File: src/rtl/audio_cfg_pkg.sv
// Shared types and constants for the audio codec power-up sequencer.
package audio_cfg_pkg;

  typedef enum logic [3:0] {
    S_IDLE,
    S_POWERUP_WAIT,
    S_LOAD,
    S_REQ,
    S_WAIT_BUSY,
    S_WAIT_DONE,
    S_GAP,
    S_DONE,
    S_ERROR
  } cfg_state_e;

  // Codec control register addresses (7-bit)
  localparam logic [6:0] REG_LINVOL = 7'h00;
  localparam logic [6:0] REG_RINVOL = 7'h01;
  localparam logic [6:0] REG_LHPOUT = 7'h02;
  localparam logic [6:0] REG_RHPOUT = 7'h03;
  localparam logic [6:0] REG_APATH  = 7'h04;
  localparam logic [6:0] REG_DPATH  = 7'h05;
  localparam logic [6:0] REG_PWRDN  = 7'h06;
  localparam logic [6:0] REG_IFACE  = 7'h07;
  localparam logic [6:0] REG_SRATE  = 7'h08;
  localparam logic [6:0] REG_ACTIVE = 7'h09;
  localparam logic [6:0] REG_RESET  = 7'h0F;

  // One table entry: 7-bit register address over 9-bit register value
  typedef struct packed {
    logic [6:0] addr;
    logic [8:0] data;
  } cfg_entry_t;

  function automatic cfg_entry_t mk_entry(input logic [6:0] r, input logic [8:0] d);
    return cfg_entry_t'({r, d});
  endfunction

endpackage

File: src/rtl/audio_codec_config_rom.sv
// Fixed power-up register table for the codec; unused slots read as zero.
module audio_codec_config_rom
  import audio_cfg_pkg::*;
(
  input  logic [3:0]  index,
  output logic [15:0] word
);

  // Table lookup: reset first, then power, volumes, paths, format, activate
  always_comb begin
    word = '0;
    case (index)
      4'd0:    word = mk_entry(REG_RESET,  9'h000);
      4'd1:    word = mk_entry(REG_PWRDN,  9'h000);
      4'd2:    word = mk_entry(REG_LINVOL, 9'h017);
      4'd3:    word = mk_entry(REG_RINVOL, 9'h017);
      4'd4:    word = mk_entry(REG_APATH,  9'h012);
      4'd5:    word = mk_entry(REG_DPATH,  9'h000);
      4'd6:    word = mk_entry(REG_IFACE,  9'h042);
      4'd7:    word = mk_entry(REG_SRATE,  9'h000);
      4'd8:    word = mk_entry(REG_ACTIVE, 9'h001);
      4'd9:    word = mk_entry(REG_LHPOUT, 9'h079);
      default: word = '0;
    endcase
  end

endmodule

File: src/rtl/audio_codec_config.sv
// Power-up configuration sequencer: walks the codec register table and feeds
// each entry to the i2c write engine, with power-up wait, gaps, retries and
// handshake timeouts.
module audio_codec_config
  import audio_cfg_pkg::*;
#(
  parameter logic [7:0] DEVICE_ADDR    = 8'h34,
  parameter int         NUM_REGS       = 10,
  parameter int         POWERUP_CYCLES = 4000,
  parameter int         GAP_CYCLES     = 8,
  parameter int         MAX_RETRY      = 3,
  parameter int         TIMEOUT_CYCLES = 64
) (
  input  logic       clk_400kHz,
  input  logic       rst,
  input  logic       start_cfg,
  output logic       i2c_req,
  output logic [7:0] i2c_address,
  output logic [7:0] i2c_data_0,
  output logic [7:0] i2c_data_1,
  input  logic       i2c_busy,
  input  logic       i2c_done,
  input  logic       i2c_nack,
  output logic       cfg_busy,
  output logic       cfg_done,
  output logic       cfg_error,
  output logic [3:0] cfg_index
);

  localparam int PW_W  = $clog2(POWERUP_CYCLES) + 1;
  localparam int GAP_W = $clog2(GAP_CYCLES) + 1;
  localparam int TO_W  = $clog2(TIMEOUT_CYCLES) + 1;
  localparam int RT_W  = $clog2(MAX_RETRY) + 1;

  // Counters are loaded with N-1 so each wait state lasts exactly N cycles
  localparam logic [PW_W-1:0]  PW_INIT  = PW_W'(POWERUP_CYCLES - 1);
  localparam logic [GAP_W-1:0] GAP_INIT = GAP_W'(GAP_CYCLES - 1);
  localparam logic [TO_W-1:0]  TO_INIT  = TO_W'(TIMEOUT_CYCLES - 1);
  localparam logic [RT_W-1:0]  RT_MAX   = RT_W'(MAX_RETRY);
  localparam logic [3:0]       LAST_IDX = 4'(NUM_REGS - 1);

  cfg_state_e       state, state_n;
  logic [PW_W-1:0]  pw_cnt;
  logic [GAP_W-1:0] gap_cnt;
  logic [TO_W-1:0]  to_cnt;
  logic [RT_W-1:0]  retry;
  logic [3:0]       index;
  logic             last_ok;
  logic             xfer_ok, xfer_fail;
  logic             entering;
  logic [15:0]      rom_word;

  audio_codec_config_rom u_rom (
    .index (index),
    .word  (rom_word)
  );

  // State register
  always_ff @(posedge clk_400kHz) begin
    if (rst) state <= S_IDLE;
    else     state <= state_n;
  end

  // Next state, attempt outcome and state-decoded outputs
  always_comb begin
    state_n   = state;
    xfer_ok   = 1'b0;
    xfer_fail = 1'b0;
    i2c_req   = 1'b0;
    cfg_busy  = 1'b1;
    cfg_done  = 1'b0;
    cfg_error = 1'b0;
    case (state)
      S_IDLE: begin
        cfg_busy = 1'b0;
        if (start_cfg) state_n = S_POWERUP_WAIT;
      end
      S_DONE: begin
        cfg_busy = 1'b0;
        cfg_done = 1'b1;
        if (start_cfg) state_n = S_POWERUP_WAIT;
      end
      S_ERROR: begin
        cfg_busy  = 1'b0;
        cfg_error = 1'b1;
        if (start_cfg) state_n = S_POWERUP_WAIT;
      end
      S_POWERUP_WAIT: if (pw_cnt == '0) state_n = S_LOAD;
      S_LOAD:         state_n = S_REQ;
      S_REQ: begin
        i2c_req = 1'b1;
        state_n = S_WAIT_BUSY;
      end
      S_WAIT_BUSY: begin
        i2c_req = 1'b1;
        // a done without a visible busy counts as busy and done together
        if (i2c_done) begin
          xfer_ok   = !i2c_nack;
          xfer_fail = i2c_nack;
        end else if (i2c_busy) begin
          state_n = S_WAIT_DONE;
        end else if (to_cnt == '0) begin
          xfer_fail = 1'b1;
        end
      end
      S_WAIT_DONE: begin
        if (i2c_done) begin
          xfer_ok   = !i2c_nack;
          xfer_fail = i2c_nack;
        end else if (to_cnt == '0) begin
          xfer_fail = 1'b1;
        end
      end
      S_GAP: begin
        if (gap_cnt == '0)
          state_n = (last_ok && index == LAST_IDX) ? S_DONE : S_LOAD;
      end
      default: state_n = S_IDLE;
    endcase
    if (xfer_ok)   state_n = S_GAP;
    if (xfer_fail) state_n = (retry < RT_MAX) ? S_GAP : S_ERROR;
  end

  assign entering = (state_n != state);

  // Wait counters: load on entry to their state, count down to zero and stop
  always_ff @(posedge clk_400kHz) begin
    if (rst) begin
      pw_cnt  <= '0;
      gap_cnt <= '0;
      to_cnt  <= '0;
    end else begin
      if (entering && state_n == S_POWERUP_WAIT) pw_cnt <= PW_INIT;
      else if (pw_cnt != '0)                     pw_cnt <= pw_cnt - 1'b1;

      if (entering && state_n == S_GAP) gap_cnt <= GAP_INIT;
      else if (gap_cnt != '0)           gap_cnt <= gap_cnt - 1'b1;

      if (entering && (state_n == S_WAIT_BUSY || state_n == S_WAIT_DONE))
        to_cnt <= TO_INIT;
      else if (to_cnt != '0)
        to_cnt <= to_cnt - 1'b1;
    end
  end

  // Table position, retry bookkeeping and registered transfer bytes
  always_ff @(posedge clk_400kHz) begin
    if (rst) begin
      index       <= '0;
      retry       <= '0;
      last_ok     <= 1'b0;
      i2c_address <= '0;
      i2c_data_0  <= '0;
      i2c_data_1  <= '0;
    end else begin
      if (entering && state_n == S_POWERUP_WAIT) begin
        index   <= '0;
        retry   <= '0;
        last_ok <= 1'b0;
      end
      if (state == S_LOAD) begin
        i2c_address <= DEVICE_ADDR;
        i2c_data_0  <= rom_word[15:8];
        i2c_data_1  <= rom_word[7:0];
      end
      if (xfer_ok) begin
        retry   <= '0;
        last_ok <= 1'b1;
      end
      if (xfer_fail) begin
        last_ok <= 1'b0;
        if (retry < RT_MAX) retry <= retry + 1'b1;
      end
      // advance only after a successful write that is not the last entry
      if (state == S_GAP && state_n == S_LOAD && last_ok)
        index <= index + 1'b1;
    end
  end

  assign cfg_index = index;

endmodule

File: config.mk
export PLATFORM = sky130hd
export DESIGN_NAME = audio_codec_config
export DESIGN_NICKNAME = d
export VERILOG_FILES = /design/src/rtl/audio_cfg_pkg.sv /design/src/rtl/audio_codec_config_rom.sv /design/src/rtl/audio_codec_config.sv
export SDC_FILE = /design/constraint.sdc
export NUM_CORES = 1
export LEC_CHECK = 0
export ABC_CLOCK_PERIOD_IN_PS = 2090
export BUFFER_PORTS_ARGS = -buffer_cell sky130_fd_sc_hd__clkbuf_2
export CELL_PAD_IN_SITES_DETAIL_PLACEMENT = 1
export CELL_PAD_IN_SITES_GLOBAL_PLACEMENT = 2
export CORE_MARGIN = 2
export CORE_UTILIZATION = 31
export DETAILED_ROUTE_END_ITERATION = 7
export PLACE_DENSITY = 0.85
export SYNTH_ARGS = -nofsm -noshare
export SYNTH_HDL_FRONTEND = slang
export SYNTH_SLANG_ARGS = --single-unit
export TNS_END_PERCENT = 50
File: constraint.sdc
create_clock -name clk_400kHz -period 2.09 [get_ports clk_400kHz]
set_input_delay 0.1045 -clock clk_400kHz [delete_from_list [all_inputs] [get_ports clk_400kHz]]
set_output_delay 0.1045 -clock clk_400kHz [all_outputs]
set_load 0.1 [all_outputs]
=== After elaboration in Yosys (flattened, before gate mapping) ===
Memories as Yosys holds them, arrays and structs flattened. A register that Yosys moved wholly into a read port is not among the register bits.
Index checks and enable logic that the tools add are counted.

* Bits in registers: 53
* Bits in latches: 0
* Memory bits (writable): 0
* Bits in read-only memories: 176
* Input bits: 6
* Logic and storage cells: 97
* Memories kept: 1

{| class="wikitable"
|+ Memories
! memory !! words !! width !! read ports !! clocked after memory_dff !! wr ports !! line !! source
|-
| (name not given) || 16 || 11 || 1 || 1 || 0 || audio_codec_config_rom.sv:12 || <nowiki>case (index)</nowiki>
|}

* Add/subtract/negate cells: 5
* Multiply operators: 0
* Divide/modulo/power cells: 0
* $lt $le $gt $ge: 1
* Equal/unequal tests: 15
* Shift-type cells: 0
* Muxes and demuxes: 35
* Bitwise gates (word level): 0
* Reduce and logical (&&, ||, !) cells: 27

{| class="wikitable"
|+ Operators by type and width
! cell !! count
|-
| 4-bit two-way mux || 10
|-
| 4-bit by 3-bit equality test with 1-bit output, second input constant || 7
|-
| 4-bit case mux with 7 select lines || 1
|-
| 12-bit two-way mux || 2
|-
| 3-bit two-way mux || 7
|-
| 13-bit logical NOT || 1
|-
| 13-bit nonzero test || 1
|-
| 13-bit by 1-bit subtractor with 13-bit output, second input constant || 1
|-
| 4-bit by 2-bit equality test with 1-bit output, second input constant || 3
|-
| 1-bit two-way mux || 12
|-
| 6-bit two-way mux || 2
|-
| 2-bit OR reduction || 6
|-
| 2-bit nonzero test || 5
|-
| 4-bit by 1-bit equality test with 1-bit output, second input constant || 2
|-
| 4-bit equality test, second input constant || 2
|-
| 4-bit logical NOT || 2
|-
| 7-bit logical NOT || 1
|-
| 7-bit nonzero test || 1
|-
| 7-bit by 1-bit subtractor with 7-bit output, second input constant || 1
|-
| 1-bit logical AND || 6
|-
| 4-bit by 1-bit adder with 4-bit output, second input constant || 1
|-
| 4-bit != test || 1
|-
| 4-bit nonzero test || 1
|-
| 4-bit by 1-bit subtractor with 4-bit output, second input constant || 1
|-
| other kinds (6) || 6
|}

=== Longest topological paths before layout ===
Gate-level depths: netlist of run 1.

* Depth after elaboration: 13
* Depth in mapped cells: 8

=== By module ===
Synthesis of run 1 repeated with hierarchy kept, for this count alone.

* Cell total of the unflattened synthesis: 371
* Area total of the unflattened synthesis: 3,095.5 um^2

{| class="wikitable"
|+ By module, submodules not included
! module !! instances !! cells an instance !! area each (um^2)
|-
| audio_codec_config || 1 || 333 || 2,821.5
|-
| audio_codec_config_rom || 1 || 38 || 274.0
|}

=== Worst setup path before layout of run 1 ===
Ideal clock, no wire load.

* Path kind: register to register
* Start point: reg index[1], in the netlist cfg_index[1]
* End point: reg index[3], in the netlist cfg_index[3]
* Library setup time: 128 ps
* Arrival: 2,584 ps
* Setup slack: -622 ps
* Cell stages (with the launch flop): 9
* Period minus slack after synthesis: 2,712 ps
* Cells stage by stage: dfxtp_1 > inv_1 > ha_1 > and3b_1 > a21oi_1 > o2111ai_2 > mux2_2 > a21oi_1 > nor2_1

* Cells in the longest elaborated chain, start to end: 11
* Elaborated cells on any way between the ends: 16
* Classes of those cells: 1 x add/sub; 4 x eq/ne; 6 x mux; 5 x reduce/logical

{| class="wikitable"
|+ Ends and longest elaborated chain
! what !! line !! source
|-
| start: declaration || audio_codec_config.sv:47 || <nowiki>logic [3:0] index;</nowiki>
|-
| start signal: assignment || audio_codec_config.sv:176 || <nowiki>index <= index + 1'b1;</nowiki>
|-
| 4-bit equality test || audio_codec_config.sv:116 || <nowiki>state_n = (last_ok && index == LAST_IDX) ? S_DONE : S_LOAD;</nowiki>
|-
| 1-bit logical AND || audio_codec_config.sv:116 ||
|-
| 3-bit two-way mux || audio_codec_config.sv:116 ||
|-
| 4-bit two-way mux || audio_codec_config.sv:115 || <nowiki>if (gap_cnt == '0)</nowiki>
|-
| 4-bit case mux with 7 select lines || audio_codec_config.sv:73 || <nowiki>case (state)</nowiki>
|-
| 4-bit two-way mux || audio_codec_config.sv:120 || <nowiki>if (xfer_ok) state_n = S_GAP;</nowiki>
|-
| 4-bit two-way mux || audio_codec_config.sv:121 || <nowiki>if (xfer_fail) state_n = (retry < RT_MAX) ? S_GAP : S_ERROR;</nowiki>
|-
| 4-bit by 2-bit equality test with 1-bit output || audio_codec_config.sv:175 || <nowiki>if (state == S_GAP && state_n == S_LOAD && last_ok)</nowiki>
|-
| 1-bit logical AND (2 in a row) || audio_codec_config.sv:175 ||
|-
| 4-bit two-way mux or 2-bit nonzero test (tied branches) || n/a ||
|}

Parallel ways exist; a longest one is shown, timed or not.
A chain may end at the register's enable or synchronous reset.

=== Worst setup path after layout of run 1 ===
* Start point: reg pw_cnt[4]
* End point: reg pw_cnt[12]

* Cells in the longest elaborated chain, start to end: 8
* Elaborated cells on any way between the ends: 11
* Classes of those cells: 1 x add/sub; 2 x eq/ne; 4 x mux; 4 x reduce/logical

{| class="wikitable"
|+ Ends and longest elaborated chain
! what !! line !! source
|-
| start: declaration || audio_codec_config.sv:43 || <nowiki>logic [PW_W-1:0] pw_cnt;</nowiki>
|-
| start signal: assignment || audio_codec_config.sv:134 || <nowiki>else if (pw_cnt != '0) pw_cnt <= pw_cnt - 1'b1;</nowiki>
|-
| 13-bit logical NOT || audio_codec_config.sv:88 || <nowiki>S_POWERUP_WAIT: if (pw_cnt == '0) state_n = S_LOAD;</nowiki>
|-
| 4-bit two-way mux || audio_codec_config.sv:88 ||
|-
| 4-bit case mux with 7 select lines || audio_codec_config.sv:73 ||
|-
| 4-bit two-way mux || audio_codec_config.sv:120 ||
|-
| 4-bit two-way mux || audio_codec_config.sv:121 ||
|-
| 4-bit != test or 4-bit by 1-bit equality test with 1-bit output (tied branches) || audio_codec_config.sv:124, audio_codec_config.sv:133 ||
|-
| 1-bit logical AND || audio_codec_config.sv:133 || <nowiki>if (entering && state_n == S_POWERUP_WAIT) pw_cnt <= PW_INIT;</nowiki>
|-
| 2-bit OR reduction (no source line) || n/a ||
|}

Parallel ways exist; a longest one is shown, timed or not.

==> results.md, run 1 <==
* Status: finished, final reports clean
* Worst-path clk slew at 100 ps
* Hold Violations, Final at 0
* Share of cells above drive strength 1 at 0.265
* Pin count of the biggest net entering global routing at 22
* Endpoint, Worst Hold: to_cnt[0]
* Avg Vias per Cell at 5.07
* Crit path launch type: flip-flop
* Io pins at 38
* Uppermost layer routed: met4
* Syn. warnings at 0
* Wire length on met2 at 3210 µm
* Final Skew at 14.6 ps
* Antenna viol nets, final at 0
* Worst Tran Pin Value at 546 ps
* Post-Route WL at 6860 µm
* Slew headroom at 0.638
* CP Max Fanout at 4
* Placeable core area at 8260 µm²
* WP data arrival at 2310 ps
* Max-cap violations at 0
* Synth unique cells at 57
* Min-delay worst type: in2reg
* Final net count at 374
* Die Area at 9350 µm²
* Final worst path period share at 0.996
* Fmax at 0.480 GHz
* R2R depth at 6
* Setup_tns at 0 ps
* Min-delay src: rst
* Pins Over Slew Limit at 0
* Placement Cell Area at 3010 µm²
* Top-area cell type share of the netlist area at 0.353
* Max IR drop VDD at 0.000328 V
* Crit end category: flip-flop
* Synth area leaders: dfxtp_1, a21oi_1, ha_1
* Row count at 33
* Largest area contributor in the netlist: dfxtp_1
* CP Class: reg2reg
* WHS Path Cells at 2
* Synth Area per Inst at 8.46 µm²
* Longest Clk Path Bufs at 2
* Clk Latency, worst-skew pair at 310 ps
* Drt drc at 0
* Total congestion overflow at 0
* Min Tclk post-route at 2080 ps
* Reg2reg start: pw_cnt[4]
* Die X at 96.7 µm
* Sinks on Clock Net at 47
* Post-synthesis register bit count at 47
* Post-DP HPWL at 5070 µm
* Ant diodes at 0
* Final setup fails at 0
* All-Layer GR Usage at 0.149
* CP required at 2320 ps
* Vias in the first global route at 2381
* Routability cong. at 0.799
* First-pass GRT wire length at 11700 µm
* RSZ-0062 raised after global routing: yes
* Starting density of the core at 0.323
* Power consumption at 3040 µW
* Sequential fraction of the synthesis area at 0.353
* Post-synth EDFFs at 0
* Gate Count Post-Synth at 315
* TritonCTS Buffers at 5
* Async SR Flop Fraction at 0
* Die height at 96.7 µm
* Power Dens Cells at 948 nW/µm²
* Port bufs at 27
* Via count at 2351
* Number of DRC markers in iteration 0 at 44
* Fin area at 3210 µm²
* Area grow syn2layout at 20.3%
* Cell Area, Synth at 2670 µm²
* Initial antenna violation count at 0
* End of the worst register-to-register path: pw_cnt[12]
* Min Hold Slack at 56.8 ps
* DR pass1 iterations at 4
* Wire length per cell at 14.8 µm
* Reg2Reg Setup Slack at 8 ps
* CTS tree: done
* Synth Flop Type: dfxtp_1
* Cts hold-fix bufs at 0
* Lkg Pwr at 0.00126 µW
* Root Buffer: clkbuf_8
* Met3 WL post-DR at 167 µm
* Wire length on met1 at 3420 µm
* Depth of the CTS H-tree at 2
==> how the worst max path moves through the flow <==
stage / startpoint / endpoint / slack [ps] / cells after the start
3_3_place_gp: gap_cnt[0] / cfg_index[3] / 130 / 8
2_1_floorplan: cfg_index[1] / cfg_index[3] / -9 / 8
3_5_place_dp: pw_cnt[3] / to_cnt[6] / 30 / 6
4_1_cts: pw_cnt[0] / pw_cnt[7] / 10 / 7
6_report: pw_cnt[4] / pw_cnt[12] / 8 / 6
5_1_grt: pw_cnt[4] / pw_cnt[12] / -60 / 6
==> logic make-up (layout without fill, tap and decap cells) <==
family,after synthesis,in the layout,share of synthesized area
other,1,10,0.00141
AO/OA/AOI/OAI,76,76,0.193
AND/OR/NAND/NOR,120,120,0.252
adder cells (fa/ha/maj),10,10,0.0469
buffers and inverters,38,73,0.0732
XOR/XNOR,16,16,0.0526
flip-flops,47,47,0.353
multiplexers,7,7,0.0277
==> flip-flops by register name, summed over array words and instances, names as in the netlist <==
name / count
retry: 3
state: 4
i2c_data_1: 6
i2c_data_0: 4
cfg_index: 4
last_ok: 1
to_cnt: 7
gap_cnt: 4
pw_cnt: 13
i2c_address: 1
==> per-layer routing <==
metal | GRT usage | vias to the layer above
met5 | 0 | -
met4 | 0.0325 | 0
met3 | 0.0282 | 8
met2 | 0.236 | 30
met1 | 0.211 | 1136
li1 | - | 1177
==> cells in the final DEF (no fill, tap or decap), types with 3 or more instances in the layout <==
| master | count |
|---|---|
| a21oi_1 | 33 |
| a31oi_1 | 4 |
| and2_1 | 5 |
| buf_4 | 26 |
| clkbuf_2 | 26 |
| clkbuf_8 | 6 |
| conb_1 | 10 |
| dfxtp_1 | 38 |
| dfxtp_2 | 7 |
| ha_1 | 9 |
| inv_1 | 11 |
| mux2_2 | 3 |
| mux2i_1 | 4 |
| nand2_1 | 24 |
| nand2b_1 | 7 |
| nand3_1 | 4 |
| nand3b_1 | 5 |
| nor2_1 | 30 |
| nor3_1 | 14 |
| nor3b_1 | 3 |
| o211ai_1 | 4 |
| o21ai_0 | 10 |
| or3_1 | 4 |
| xnor2_1 | 10 |
| xor2_1 | 6 |
==> power breakdown <==
part	leakage [µW]	switching, µW	internal [µW]
logic	0.000813	635	507
registers	0.000388	137	1030
clock network	0.0000618	335	394
==> Yosys cell counts (2+ instances only) <==
cell type	n
dfxtp_1	47
a21oi_1	34
nor2_1	32
nand2_1	24
nor3_1	14
buf_4	13
clkbuf_1	11
inv_1	11
ha_1	10
o21ai_0	10
xnor2_1	10
nand2b_1	7
xor2_1	6
and2_1	5
nand3b_1	5
a31oi_1	4
mux2i_1	4
nand3_1	4
nor3b_1	4
o211ai_1	4
or3_1	4
buf_2	3
mux2_2	3
nor2b_1	3
a211o_1	2
a211oi_1	2
a21o_1	2
a221oi_1	2
and4b_1	2
nand4_1	2
nor4_4	2
nor4b_1	2
o21ai_1	2
o22ai_2	2
==> metrics by stage <==
stage / utilization / cells / setup WS [ps]
detailed placement: 0.365 / 451 / 27.8
floorplan: - / 324 / -9.35
global route: 0.388 / 464 / -63.4
finish: 0.388 / 464 / 8.48
global placement: 0.365 / 451 / 125
CTS: 0.380 / 459 / 12.9
==> timing repair <==
action | 4_1_cts | 5_1_grt
endpoints found under the setup margin | 3 | 16
pin swaps | 0 | 10
setup buffers | 0 | 5
resized for setup | 1 | 11
==> worst max-delay path, stage by stage, from the launching register on <==
cell and delay, ps:
dfxtp_1 320, or4_4 570, nor4_4 300, buf_4 180, or3b_1 350, xor2_1 160, nor4_2 120
==> area by class of cell <==
class	instances	area, µm²
inverter	11	41.3
fill	999	5050
timing repair buffer	54	357
clock buffer	6	82.6
tap	105	131
clock inverter	2	38.8
multi-input combinational	239	1600
sequential	47	957
(Power assumes the default switching activity.)
==> run 2, diff against run 1 <==
Settings changed: CORE_ASPECT_RATIO from default to 1.1.
==> run 2 against run 1 <==
Final area up 0.23%. Routed wire length down 2.1%. Critical path depth grew 1. Global-route usage up 0.15 points.
==> results.md, run 2 (same netlist as run 1, synthesis figures left out) <==
* Status: finished, final reports clean (unchanged)
* Worst-path clk slew at 90 ps (was 100 ps)
* Pre-CTS WS at -1.79 ps (was 27.8 ps)
* Final setup fails at 0 (unchanged)
* Longest Clk Path Bufs at 2 (unchanged)
* First-pass GRT wire length at 11300 µm (was 11700 µm)
* Final worst path period share at 0.960 (was 0.996)
* Worst Tran Pin Value at 549 ps (was 546 ps)
* Post-DP HPWL at 4880 µm (was 5070 µm)
* CP required at 2300 ps (was 2320 ps)
* Slew headroom at 0.635 (was 0.638)
* R2R depth at 7 (was 6)
* Slowest cell delay on critical path at 570 ps (about the same)
* Most frequent cells in the layout: dfxtp_1, a21oi_1, nor2_1 (unchanged)
* Share of cells above drive strength 1 at 0.275 (was 0.265)
* Die height at 101 µm (was 96.7 µm)
* Die X at 92.4 µm (was 96.7 µm)
* Worst path cell trace: or4_4 > nor4_4 > and2_4 > o31a_4 > o311ai_4 > buf_12 > and2_1 (was or4_4 > nor4_4 > buf_4 > or3b_1 > xor2_1 > nor4_2)
* Clk Latency, worst-skew pair at 310 ps (about the same)
* Lkg Pwr at 0.00125 µW (was 0.00126 µW)
* CP Max Fanout at 7 (was 4)
* Final net count at 375 (was 374)
* Total congestion overflow at 0 (unchanged)
* CP Class: reg2reg (unchanged)
* Fin area at 3210 µm² (about the same)
* Max-cap violations at 0 (unchanged)
* Setup ws final at 84.2 ps (was 8.48 ps)
* Via count at 2359 (was 2351)
* Crit path launch type: flip-flop (unchanged)
* Starting density of the core at 0.319 (was 0.323)
* Wire length per cell at 14.3 µm (was 14.8 µm)
* CTS tree: done (unchanged)
* Row count at 35 (was 33)
* Post-Route WL at 6710 µm (was 6860 µm)
* Fmax at 0.499 GHz (was 0.480 GHz)
* Final Util at 0.384 (was 0.388)
* Pin count of the biggest net entering global routing at 26 (was 22)
* Number of DRC markers in iteration 0 at 41 (was 44)
* Hold Violations, Final at 0 (unchanged)
* Setup_tns at 0 ps (unchanged)
* Avg Vias per Cell at 5.01 (was 5.07)
* Sinks on Clock Net at 47 (unchanged)
* Delay-heaviest family, CP: simple AND/OR/NAND/NOR gates (unchanged)
* Placement Cell Area at 3000 µm² (was 3010 µm²)
* Min-delay worst type: in2reg (unchanged)
* Root Buffer: clkbuf_8 (unchanged)
* Depth of the CTS H-tree at 2 (unchanged)
* Vias in the first global route at 2402 (was 2381)
* Worst path depth at 7 (was 6)
* Storage cell area at 955 µm² (was 957 µm²)
* Multi-input gate area at 1620 µm² (was 1600 µm²)
* Slowest cell on crit path: or4_4 (unchanged)
* All-Layer GR Usage at 0.150 (was 0.149)
* Fillers at 1024 (was 999)
* Power consumption at 2860 µW (was 3040 µW)
* Power Dens Cells at 889 nW/µm² (was 948 nW/µm²)
* Leading cell type in the layout, fill and taps excluded: dfxtp_1 (unchanged)
* Ant diodes at 0 (unchanged)
* TritonCTS Buffers at 5 (unchanged)
* Die Area at 9360 µm² (was 9350 µm²)
* Initial antenna violation count at 0 (unchanged)
* Routability cong. at 0.839 (was 0.799)
* Max IR drop VDD at 0.000296 V (was 0.000328 V)
* Top reg by flops: pw_cnt (unchanged)
* DR pass1 iterations at 4 (unchanged)
* Min Tclk post-route at 2010 ps (was 2080 ps)
* WP data arrival at 2220 ps (was 2310 ps)
* Placeable core area at 8360 µm² (was 8260 µm²)
* Port bufs at 27 (unchanged)
* Io pins at 38 (unchanged)
* Final Skew at 6.33 ps (was 14.6 ps)
* Max reg flops at 13 (unchanged)
* Buffers and inverters on the worst path at 1 (unchanged)
* Pins Over Slew Limit at 0 (unchanged)
* Crit end category: flip-flop (unchanged)
* WHS Path Cells at 3 (was 2)
* Antenna viol nets, final at 0 (unchanged)
* Biggest regs: pw_cnt: 13 flops, to_cnt: 7 flops, i2c_data_1: 6 flops (unchanged)
* Drt drc at 0 (unchanged)
* Area grow syn2layout at 20.6% (was 20.3%)
## run 2: report_power, final
part / switching (µW) / total (µW) / internal, µW
Sequential: 137 / 1160 / 1030
Combinational: 642 / 1150 / 505
Clock: 312 / 547 / 235
Total: 1090 / 2860 / 1770
## run 2: per-layer routing
layer | GRT usage | vias up | part of all wire
met3 | 0.0246 | 7 | 0.025
met5 | 0 | - | 0
met4 | 0.0482 | 0 | 0.014
met2 | 0.266 | 31 | 0.49
met1 | 0.187 | 1140 | 0.47
li1 | - | 1181 | -
## run 2: cell type report
| class | instances | share of cell area |
|---|---|---|
| timing repair buffer | 55 | 0.116 |
| multi-input combinational | 239 | 0.505 |
| inverter | 11 | 0.0129 |
| tap | 111 | 0.0432 |
| clock buffer | 7 | 0.0238 |
| sequential | 47 | 0.297 |
| clock inverter | 1 | 0.00156 |
## run 2: metrics by stage
| step | instances | hold slack [ps] |
|---|---|---|
| final | 471 | 185 |
| after global routing | 471 | 197 |
| after CTS | 463 | 181 |
| after detailed placement | 454 | 451 |
| after global placement | 454 | 446 |
| after floorplan | 324 | 286 |
## run 2: final timing paths
| path | slack (ps) | start | endpoint |
|---|---|---|---|
| setup / recovery | 80 | pw_cnt[4] | to_cnt[6] |
| setup reg to reg | 80 | pw_cnt[4] | to_cnt[6] |
| hold / removal | 190 | start_cfg | state[3] |
| hold reg to reg | 460 | i2c_data_0[3] | i2c_data_0[3] |
## run 2: what timing repair did
item,4_1_cts,5_1_grt
buffers inserted,1,8
pin swaps,1,6
gates resized for setup,3,13
setup endpoints to repair,5,18
hold buffers,0,0
## run 2: worst reg2reg max path, stage by stage (launching register included)
cell      delay, ps
dfxtp_1         320
or4_4           570
nor4_4          260
and2_4          240
o31a_4          140
o311ai_4         90
buf_12          160
and2_1          120
==> run 3, diff against run 2 <==
Settings changed: SETUP_SLACK_MARGIN from default to 0.2.
==> run 3 against run 2 <==
Via count rose by 4.9%. Combinational power rose by 25%. Register-to-register slack got worse by 20 ps. Largest power group is now combinational logic. Final area rose by 9.1%. Critical path depth did not move. Highest routed layer unchanged.
==> results.md, run 3 (same netlist as run 1, synthesis figures left out) <==
* All-Layer GR Usage at 0.157 (was 0.150)
* Setup_tns at 0 ps (unchanged)
* Final worst path period share at 0.969 (was 0.960)
* Drt drc at 0 (unchanged)
* Pins Over Slew Limit at 0 (unchanged)
* Wire length on met2 at 4110 µm (was 3280 µm)
* Final Util at 0.419 (was 0.384)
* Antenna viol nets, final at 0 (unchanged)
* Fillers at 1002 (was 1024)
* Vias in the first global route at 2461 (was 2402)
* Buffers and inverters on the worst path at 1 (unchanged)
* CP required at 2310 ps (was 2300 ps)
* Longest Clk Path Bufs at 2 (unchanged)
* Starting density of the core at 0.319 (unchanged)
* Final setup fails at 0 (unchanged)
* Die height at 101 µm (unchanged)
* Initial antenna violation count at 0 (unchanged)
* Share of cells above drive strength 1 at 0.390 (was 0.275)
* Met3 WL post-DR at 182 µm (was 168 µm)
* Wire length per cell at 15.5 µm (was 14.3 µm)
* Routability cong. at 0.768 (was 0.839)
* Min-delay worst type: in2reg (unchanged)
* Row count at 35 (unchanged)
* Worst-path clk slew at 80 ps (was 90 ps)
* Lkg Pwr at 0.00138 µW (was 0.00125 µW)
* Via count at 2475 (was 2359)
* CP Class: reg2reg (unchanged)
* Crit end category: flip-flop (unchanged)
* Power consumption at 3230 µW (was 2860 µW)
* Top reg by flops: pw_cnt (unchanged)
* Placeable core area at 8360 µm² (unchanged)
* Depth of the CTS H-tree at 2 (unchanged)
* Power Dens Cells at 922 nW/µm² (was 889 nW/µm²)
* WP data arrival at 2240 ps (was 2220 ps)
* Slew headroom at 0.635 (about the same)
* CTS tree: done (unchanged)
* Storage cell area at 978 µm² (was 955 µm²)
* Uppermost layer routed: met4 (unchanged)
* Status: finished, final reports clean (unchanged)
* Fmax at 0.494 GHz (was 0.499 GHz)
* Area grow syn2layout at 31.5% (was 20.6%)
* Leading cell type in the layout, fill and taps excluded: buf_4 (was dfxtp_1)
* Pin count of the biggest net entering global routing at 26 (unchanged)
* First-pass GRT wire length at 12000 µm (was 11300 µm)
* Avg Vias per Cell at 5.07 (was 5.01)
* Final net count at 392 (was 375)
* Max IR drop VDD at 0.000279 V (was 0.000296 V)
* RSZ-0062 raised after global routing: yes
* Crit path launch type: flip-flop (unchanged)
* Post-Route WL at 7570 µm (was 6710 µm)
* Slowest cell delay on critical path at 440 ps (was 570 ps)
* Hold Violations, Final at 0 (unchanged)
* Min Tclk post-route at 2020 ps (was 2010 ps)
* Worst Tran Pin Value at 549 ps (about the same)
* Clk Latency, worst-skew pair at 300 ps (was 310 ps)
* Most frequent cells in the layout: buf_4, a21oi_1, nor2_1, dfxtp_1, clkbuf_2 (was dfxtp_1, a21oi_1, nor2_1)
* CP Max Fanout at 4 (was 7)
* Port bufs at 27 (unchanged)
* Worst path cell trace: inv_2 > ha_1 > nor4b_2 > a2111o_1 > or4_1 > xor2_1 > a21oi_1 (was or4_4 > nor4_4 > and2_4 > o31a_4 > o311ai_4 > buf_12 > and2_1)
* Max-cap violations at 0 (unchanged)
* Delay-heaviest family, CP: simple AND/OR/NAND/NOR gates (unchanged)
* Post-DP HPWL at 5000 µm (was 4880 µm)
* Root Buffer: clkbuf_8 (unchanged)
* Ant diodes at 0 (unchanged)
* Sinks on Clock Net at 47 (unchanged)
* Number of DRC markers in iteration 0 at 58 (was 41)
* DR pass1 iterations at 4 (unchanged)
* Multi-input gate area at 1760 µm² (was 1620 µm²)
* Total congestion overflow at 0 (unchanged)
* Die Area at 9360 µm² (unchanged)
* Slowest cell on crit path: a2111o_1 (was or4_4)
* Io pins at 38 (unchanged)
* Max reg flops at 13 (unchanged)
* Biggest regs: pw_cnt: 13 flops, to_cnt: 7 flops, i2c_data_1: 6 flops (unchanged)
* Final Skew at 3.49 ps (was 6.33 ps)
* TritonCTS Buffers at 5 (unchanged)
* Wire length on met1 at 3200 µm (was 3160 µm)
* Die X at 92.4 µm (unchanged)
## run 3: worst paths after layout
kind	endpoint	slack (ps)	depth (start not counted)	startpoint
worst max-delay path	pw_cnt[7]	70	7	pw_cnt[0]
worst min register to register	i2c_data_0[3]	470	2	i2c_data_0[3]
worst min-delay path	state[3]	190	3	start_cfg
worst max register to register	pw_cnt[7]	70	7	pw_cnt[0]
## run 3: metal layers
| metal | up-vias | GRT usage |
|---|---|---|
| li1 | 1217 | - |
| met1 | 1211 | 0.183 |
| met2 | 38 | 0.301 |
| met3 | 9 | 0.0253 |
| met4 | 0 | 0.0344 |
| met5 | - | 0 |
## run 3: worst min-delay path: cells and delay by family
kind / cells / cell delay [ps]
compound gates: 1 / 60
simple gates: 1 / 120
buf+inv: 1 / 160
## run 3: metrics by stage
step	instances	instance area [µm²]	hold slack (ps)	setup slack, ps
floorplan	324	2730	286	66.4
global placement	457	3030	451	78.1
detailed placement	457	3030	449	-4.91
CTS	477	3280	179	82.5
global route	488	3500	213	19.1
finish	488	3500	187	65.6
## run 3: area by class of cell
cell class | count | share of cell area
inverters | 11 | 0.0125
clock buffers | 8 | 0.0286
well taps | 111 | 0.0396
multi-input cells | 239 | 0.503
flip-flops and latches | 47 | 0.279
repair buffers | 72 | 0.137
## run 3: where the power goes
group	internal (µW)	switching, µW
Combinational	687	756
Clock	302	305
Sequential	1040	142
Total	2030	1200
## run 3: what timing repair did
action                                  in CTS  in global routing
endpoints found under the setup margin      30                 35
pin swaps                                   13                 17
gates resized for setup                     21                 38
hold buffers                                 0                  0
setup buffers                               12                 11
